===== config.mk =====
export PLATFORM = sky130hd
export DESIGN_NAME = kd_tree_config_loader
export DESIGN_NICKNAME = d
export VERILOG_FILES = /design/src/rtl/kd_tree_config_loader.sv
export SDC_FILE = /design/constraint.sdc
export NUM_CORES = 1
export LEC_CHECK = 0
export CORE_AREA = 4 4 83 85
export CTS_BUF_LIST = sky130_fd_sc_hd__clkbuf_2
export CTS_CLUSTER_SIZE = 10
export DETAILED_ROUTE_END_ITERATION = 6
export DIE_AREA = 0 0 87 89
export PLACE_DENSITY_LB_ADDON = 0.15
export SYNTH_ARGS = -nofsm -noshare
export SYNTH_HDL_FRONTEND = slang
export SYNTH_SLANG_ARGS = --single-unit

===== constraint.sdc =====
create_clock -name clk -period 1.4 [get_ports clk]
set_input_delay 0.28 -clock clk [delete_from_list [all_inputs] [get_ports clk]]
set_output_delay 0.28 -clock clk [all_outputs]
set_load 0.01 [all_outputs]

===== src/rtl/kd_tree_config_loader.sv =====
// KD-tree node configuration sequencer and root patch gate.
// Optional `CFG_CHECK_EN: flags config words whose split index exceeds 4.
module kd_tree_config_loader #(
   parameter int NUM_NODES     = 31,
   parameter int ADDR_WIDTH    = 5,
   parameter int STORAGE_WIDTH = 22
) (
   input  logic                     clk,
   input  logic                     rst_n,
   input  logic                     start,
   input  logic                     cfg_valid,
   output logic                     cfg_ready,
   input  logic [STORAGE_WIDTH-1:0] cfg_wdata,
   output logic [NUM_NODES-1:0]     node_wen,
   output logic [STORAGE_WIDTH-1:0] node_wdata,
   output logic [ADDR_WIDTH:0]      load_count,
   output logic                     loading,
   output logic                     done,
   input  logic                     patch_valid_in,
   output logic                     patch_ready_out,
   output logic                     patch_valid_out,
   output logic                     cfg_err
);

   typedef enum logic [1:0] {
      S_IDLE,
      S_LOAD,
      S_RUN
   } state_t;

   localparam logic [ADDR_WIDTH:0] LAST_IDX =
      (ADDR_WIDTH+1)'(NUM_NODES - 1);

   state_t                   r_state;
   state_t                   w_state_nxt;
   logic [ADDR_WIDTH:0]      r_load_count;
   logic [ADDR_WIDTH:0]      w_count_nxt;
   logic [NUM_NODES-1:0]     r_node_wen;
   logic [NUM_NODES-1:0]     w_wen_nxt;
   logic [STORAGE_WIDTH-1:0] r_node_wdata;
   logic [STORAGE_WIDTH-1:0] w_wdata_nxt;
   logic                     w_is_load;
   logic                     w_is_run;
   logic                     w_hs;

   assign w_is_load = (r_state == S_LOAD);
   assign w_is_run  = (r_state == S_RUN);
   // start has priority: a restart never swallows a word
   assign w_hs      = w_is_load & cfg_valid & ~start;

   always_ff @(posedge clk or negedge rst_n) begin
      if (!rst_n) begin
         r_state <= S_IDLE;
      end else begin
         r_state <= w_state_nxt;
      end
   end

   always_comb begin
      w_state_nxt = r_state;
      w_count_nxt = r_load_count;
      w_wen_nxt   = '0;
      w_wdata_nxt = r_node_wdata;
      unique case (r_state)
         S_IDLE: begin
            if (start) begin
               w_state_nxt = S_LOAD;
               w_count_nxt = '0;
            end
         end
         S_LOAD: begin
            if (start) begin
               w_count_nxt = '0;
            end else if (w_hs) begin
               w_wdata_nxt = cfg_wdata;
               w_count_nxt = r_load_count + 1'b1;
               for (int n = 0; n < NUM_NODES; n++) begin
                  w_wen_nxt[n] =
                     (r_load_count == (ADDR_WIDTH+1)'(n));
               end
               if (r_load_count == LAST_IDX) begin
                  w_state_nxt = S_RUN;
               end
            end
         end
         S_RUN: begin
            if (start) begin
               w_state_nxt = S_LOAD;
               w_count_nxt = '0;
            end
         end
         default: begin
            w_state_nxt = S_IDLE;
         end
      endcase
   end

   always_ff @(posedge clk or negedge rst_n) begin
      if (!rst_n) begin
         r_load_count <= '0;
         r_node_wen   <= '0;
         r_node_wdata <= '0;
      end else begin
         r_load_count <= w_count_nxt;
         r_node_wen   <= w_wen_nxt;
         r_node_wdata <= w_wdata_nxt;
      end
   end

`ifdef CFG_CHECK_EN
   logic r_cfg_err;
   logic w_bad_idx;

   // only five feature dimensions exist in the tree
   assign w_bad_idx = (cfg_wdata[10:0] > 11'd4);

   always_ff @(posedge clk or negedge rst_n) begin
      if (!rst_n) begin
         r_cfg_err <= 1'b0;
      end else if (start) begin
         r_cfg_err <= 1'b0;
      end else if (w_hs & w_bad_idx) begin
         r_cfg_err <= 1'b1;
      end
   end

   assign cfg_err = r_cfg_err;
`else
   assign cfg_err = 1'b0;
`endif

   assign cfg_ready       = w_is_load & ~start;
   assign node_wen        = r_node_wen;
   assign node_wdata      = r_node_wdata;
   assign load_count      = r_load_count;
   assign loading         = w_is_load;
   assign done            = w_is_run;
   assign patch_ready_out = w_is_run;
   assign patch_valid_out = w_is_run & patch_valid_in;

endmodule


==> metrics.md <==
| Metric | Value |
|---|---|
| Detail Placement HPWL | roughly 4.3 mm |
| Diode count | 0 |
| IO Count | 92 |
| Layout fillers | approximately 510 |
| DIE HEIGHT | a little under 90 µm |
| Gr busiest metal | met2 |
| Worst hold path class | in2async |
| Synth-to-Final Area Change | 52.5% |
| Area post-placement | roughly 3600 µm² |
| H-tree depth reported by CTS | 3 |
| 1st-iter DRT viols | 82 |
| Cell area after synthesis | around 2500 µm² |
| CP Launch Type | flip-flop |
| Cell row count | 29 |
| Critical Path End Type | primary output |
| DR vias/cell | between 4 and 5 |
| Overflow after GRT | 0 |
| Data required, critical path | approximately 1.1 ns |
| Synth cell types | 38 |
| Vias in the first global route | approximately 2000 |
| Yosys warnings | 0 |
| Routability cong. | between 0.7 and 0.8 |
| Share of post-route cells with drive strength above 1 | 0.530 |
| GR met1 Demand/Resource | 0.217 |
| Fin Clk Skew | around 0.019 ns |
| FF+latch count, synth | 61 |
| Post-synthesis sequential area ratio | 0.620 |
| Path type of the worst setup path | reg2out |
| P_leak | about 1.9 nW |
| Avg Cell Area, Syn | 13.0 µm² |
| Nets@finish | 362 |
| RSZ-0062 raised after global routing | yes |
| Most area-consuming cells after synthesis | dfrtp_1 62%, mux2_4 12%, nor2_1 5.5% |
| Synth cell count leaders | 61 x dfrtp_1, 36 x nor2_1, 19 x mux2_4, 10 x nand2_1, 6 x nand3_1 |
| F_max | roughly 620 MHz |
| Critical path arrival | between 1 and 1.5 ns |
| PortBufs | 90 |
| Final setup vio count | between 40 and 50 |
| DP Cell Count | between 300 and 400 |
| Met3 Resource Use GR | 0.0507 |
| Drt first pass iters | 4 |
| Pwr per Cell Area | ~1000 nW/µm² |
| CTS tree | built |
| Final core utilization | 0.606 |
| Most common cell in the netlist | dfrtp_1 |
| GRT Util Overall | 0.171 |
| Clock tree buffer depth | 2 |
| Final wirelength | roughly 6.3 mm |
| Antenna violations before repair | 0 |
| Post-synth EDFFs | 0 |
| Cell area after layout | ~3800 µm² |
| Clock Sinks | between 60 and 70 |
| Synth area leader | dfrtp_1 |
| Pins Over Slew Limit | 0 |
| # DRC | 0 |
| Total number of vias | 1927 |
| Predominant post-synthesis flop cell | dfrtp_1 |
| Yosys top cell area share | 0.620 |
| Worst-path maximum fanout | 4 |
| Min Tclk post-route | about 1.6 ns |
| Pre-CTS setup slack | -0.339 ns |
| Core footprint | approximately 6200 µm² |
| # Max-Cap Violations | 0 |
| Final worst path period share | 1.14 |
| Syn Nets | 220 |
| Clock transition at path regs | approximately 0.18 ns |
| Async SR Flop Fraction | 1.00 |
| Largest net degree at the start of global routing | 26 |
| CTS Root Cell | clkbuf_2 |
| Final worst-path setup slack | -0.200 ns |
| Die width | around 87 µm |
| Outcome | complete, but fails checks |
| Initial Utilization | 0.397 |
| GRT met2 Usage | 0.273 |
| Worst vdd ir | 0.491 mV |
| Die area | 7740 µm² |
| First-pass GRT wire length | about 10 mm |
| Final-report hold violation count | 0 |
| Num CTS Buffers | 9 |
| DR WL/cell | about 15 µm |
| Routed Antenna Nets | 0 |
| Worst skew pair latency | 0.47 ns |
| Finished Layout Cells | approximately 410 |
| Violated checks | setup timing |
| Gate Count Post-Synth | roughly 190 |
==> registers in the layout, indices dropped and copies added, names as in the netlist <==
name / count
node_wdata: 22
load_count: 6
node_wen: 31
r_state: 2
==> kinds of logic (layout without fill, tap and decap cells) <==
kind of cell,count (synthesis),after routing,synth area share
other,1,1,0.00152
muxes,22,22,0.130
buffers and inverters,16,163,0.0498
and+or+nand+nor,72,72,0.137
DFF,61,61,0.620
AOI/OAI and AO/OA,13,13,0.0422
adders and majority gates,4,4,0.0203
==> what timing repair did <==
item	CTS	global route
pin swaps	4	4
buffers inserted	18	6
setup endpoints to repair	117	71
gates cloned	0	0
hold buffers	1	0
hold endpoints to repair	61	0
gates resized for setup	275	28
==> metrics by stage <==
step	power, mW	TNS (ns)	hold slack, ns
detailed placement	2.86	-16.78	0.163
global route	4.09	-9.66	0.150
global placement	2.85	-15.67	0.162
CTS	3.90	-6.73	0.122
finish	3.90	-6.64	0.167
floorplan	2.37	0	-0.0156
==> final timing paths <==
kind | from | endpoint | slack (ns) | cells after the start
hold reg to reg | node_wdata[2]$_DFFE_PN0P_ | node_wdata[2]$_DFFE_PN0P_ | 0.52 | 1
setup reg to reg | r_state[0]$_DFFE_PN0P_ | node_wdata[2]$_DFFE_PN0P_ | -0.19 | 5
min in group clk | cfg_wdata[10] | node_wdata[10]$_DFFE_PN0P_ | 0.40 | 2
setup / recovery | r_state[1]$_DFFE_PN0P_ | cfg_ready | -0.20 | 3
hold / removal | rst_n | node_wdata[6]$_DFFE_PN0P_ | 0.17 | 2
max in group asynchronous | rst_n | load_count[0]$_DFFE_PN0P_ | 0.77 | 3
==> power breakdown <==
part | leakage, nW | internal (mW) | switching (mW)
logic | 1.05 | 0.529 | 0.361
registers | 0.792 | 1.90 | 0.0717
clock network | 0.0694 | 0.416 | 0.618
total | 1.91 | 2.84 | 1.05
==> worst max-delay path, stage by stage, from the launching register on <==
cell and delay [ns]:
dfrtp_1 0.45, buf_6 0.14, nor3_2 0.13, buf_2 0.14
==> metal layers <==
| layer | vias to the layer above | part of all wire |
|---|---|---|
| met5 | - | 0 |
| met4 | 0 | 0.018 |
| met3 | 14 | 0.073 |
| met2 | 70 | 0.48 |
| met1 | 922 | 0.43 |
| li1 | 921 | - |
==> cell usage in the layout, fill, tap and decap left out, drive strengths merged, types with 2 or more instances in the layout <==
cell and count:
a32o 2, and2 2, buf 115, clkbuf 12
clkdlybuf4s50 25, clkinv 3, dfrtp 61, ha 4
inv 5, mux2 22, nand2 12, nand3 6
nand4 3, nor2 36, nor2b 4, nor3 3
o21ai 2
==> cell type report <==
| cell class | count | area, µm² | area share |
|---|---|---|---|
| sequential | 61 | 1530 | 0.407 |
| inverter | 5 | 21.3 | 0.00566 |
| clock buffer | 11 | 55.1 | 0.0147 |
| timing repair buffer | 142 | 1090 | 0.290 |
| multi-input combinational | 112 | 915 | 0.243 |
| tap | 77 | 96.3 | 0.0256 |
| clock inverter | 5 | 51.3 | 0.0137 |
Note: power is estimated with default switching activity, not from simulation.
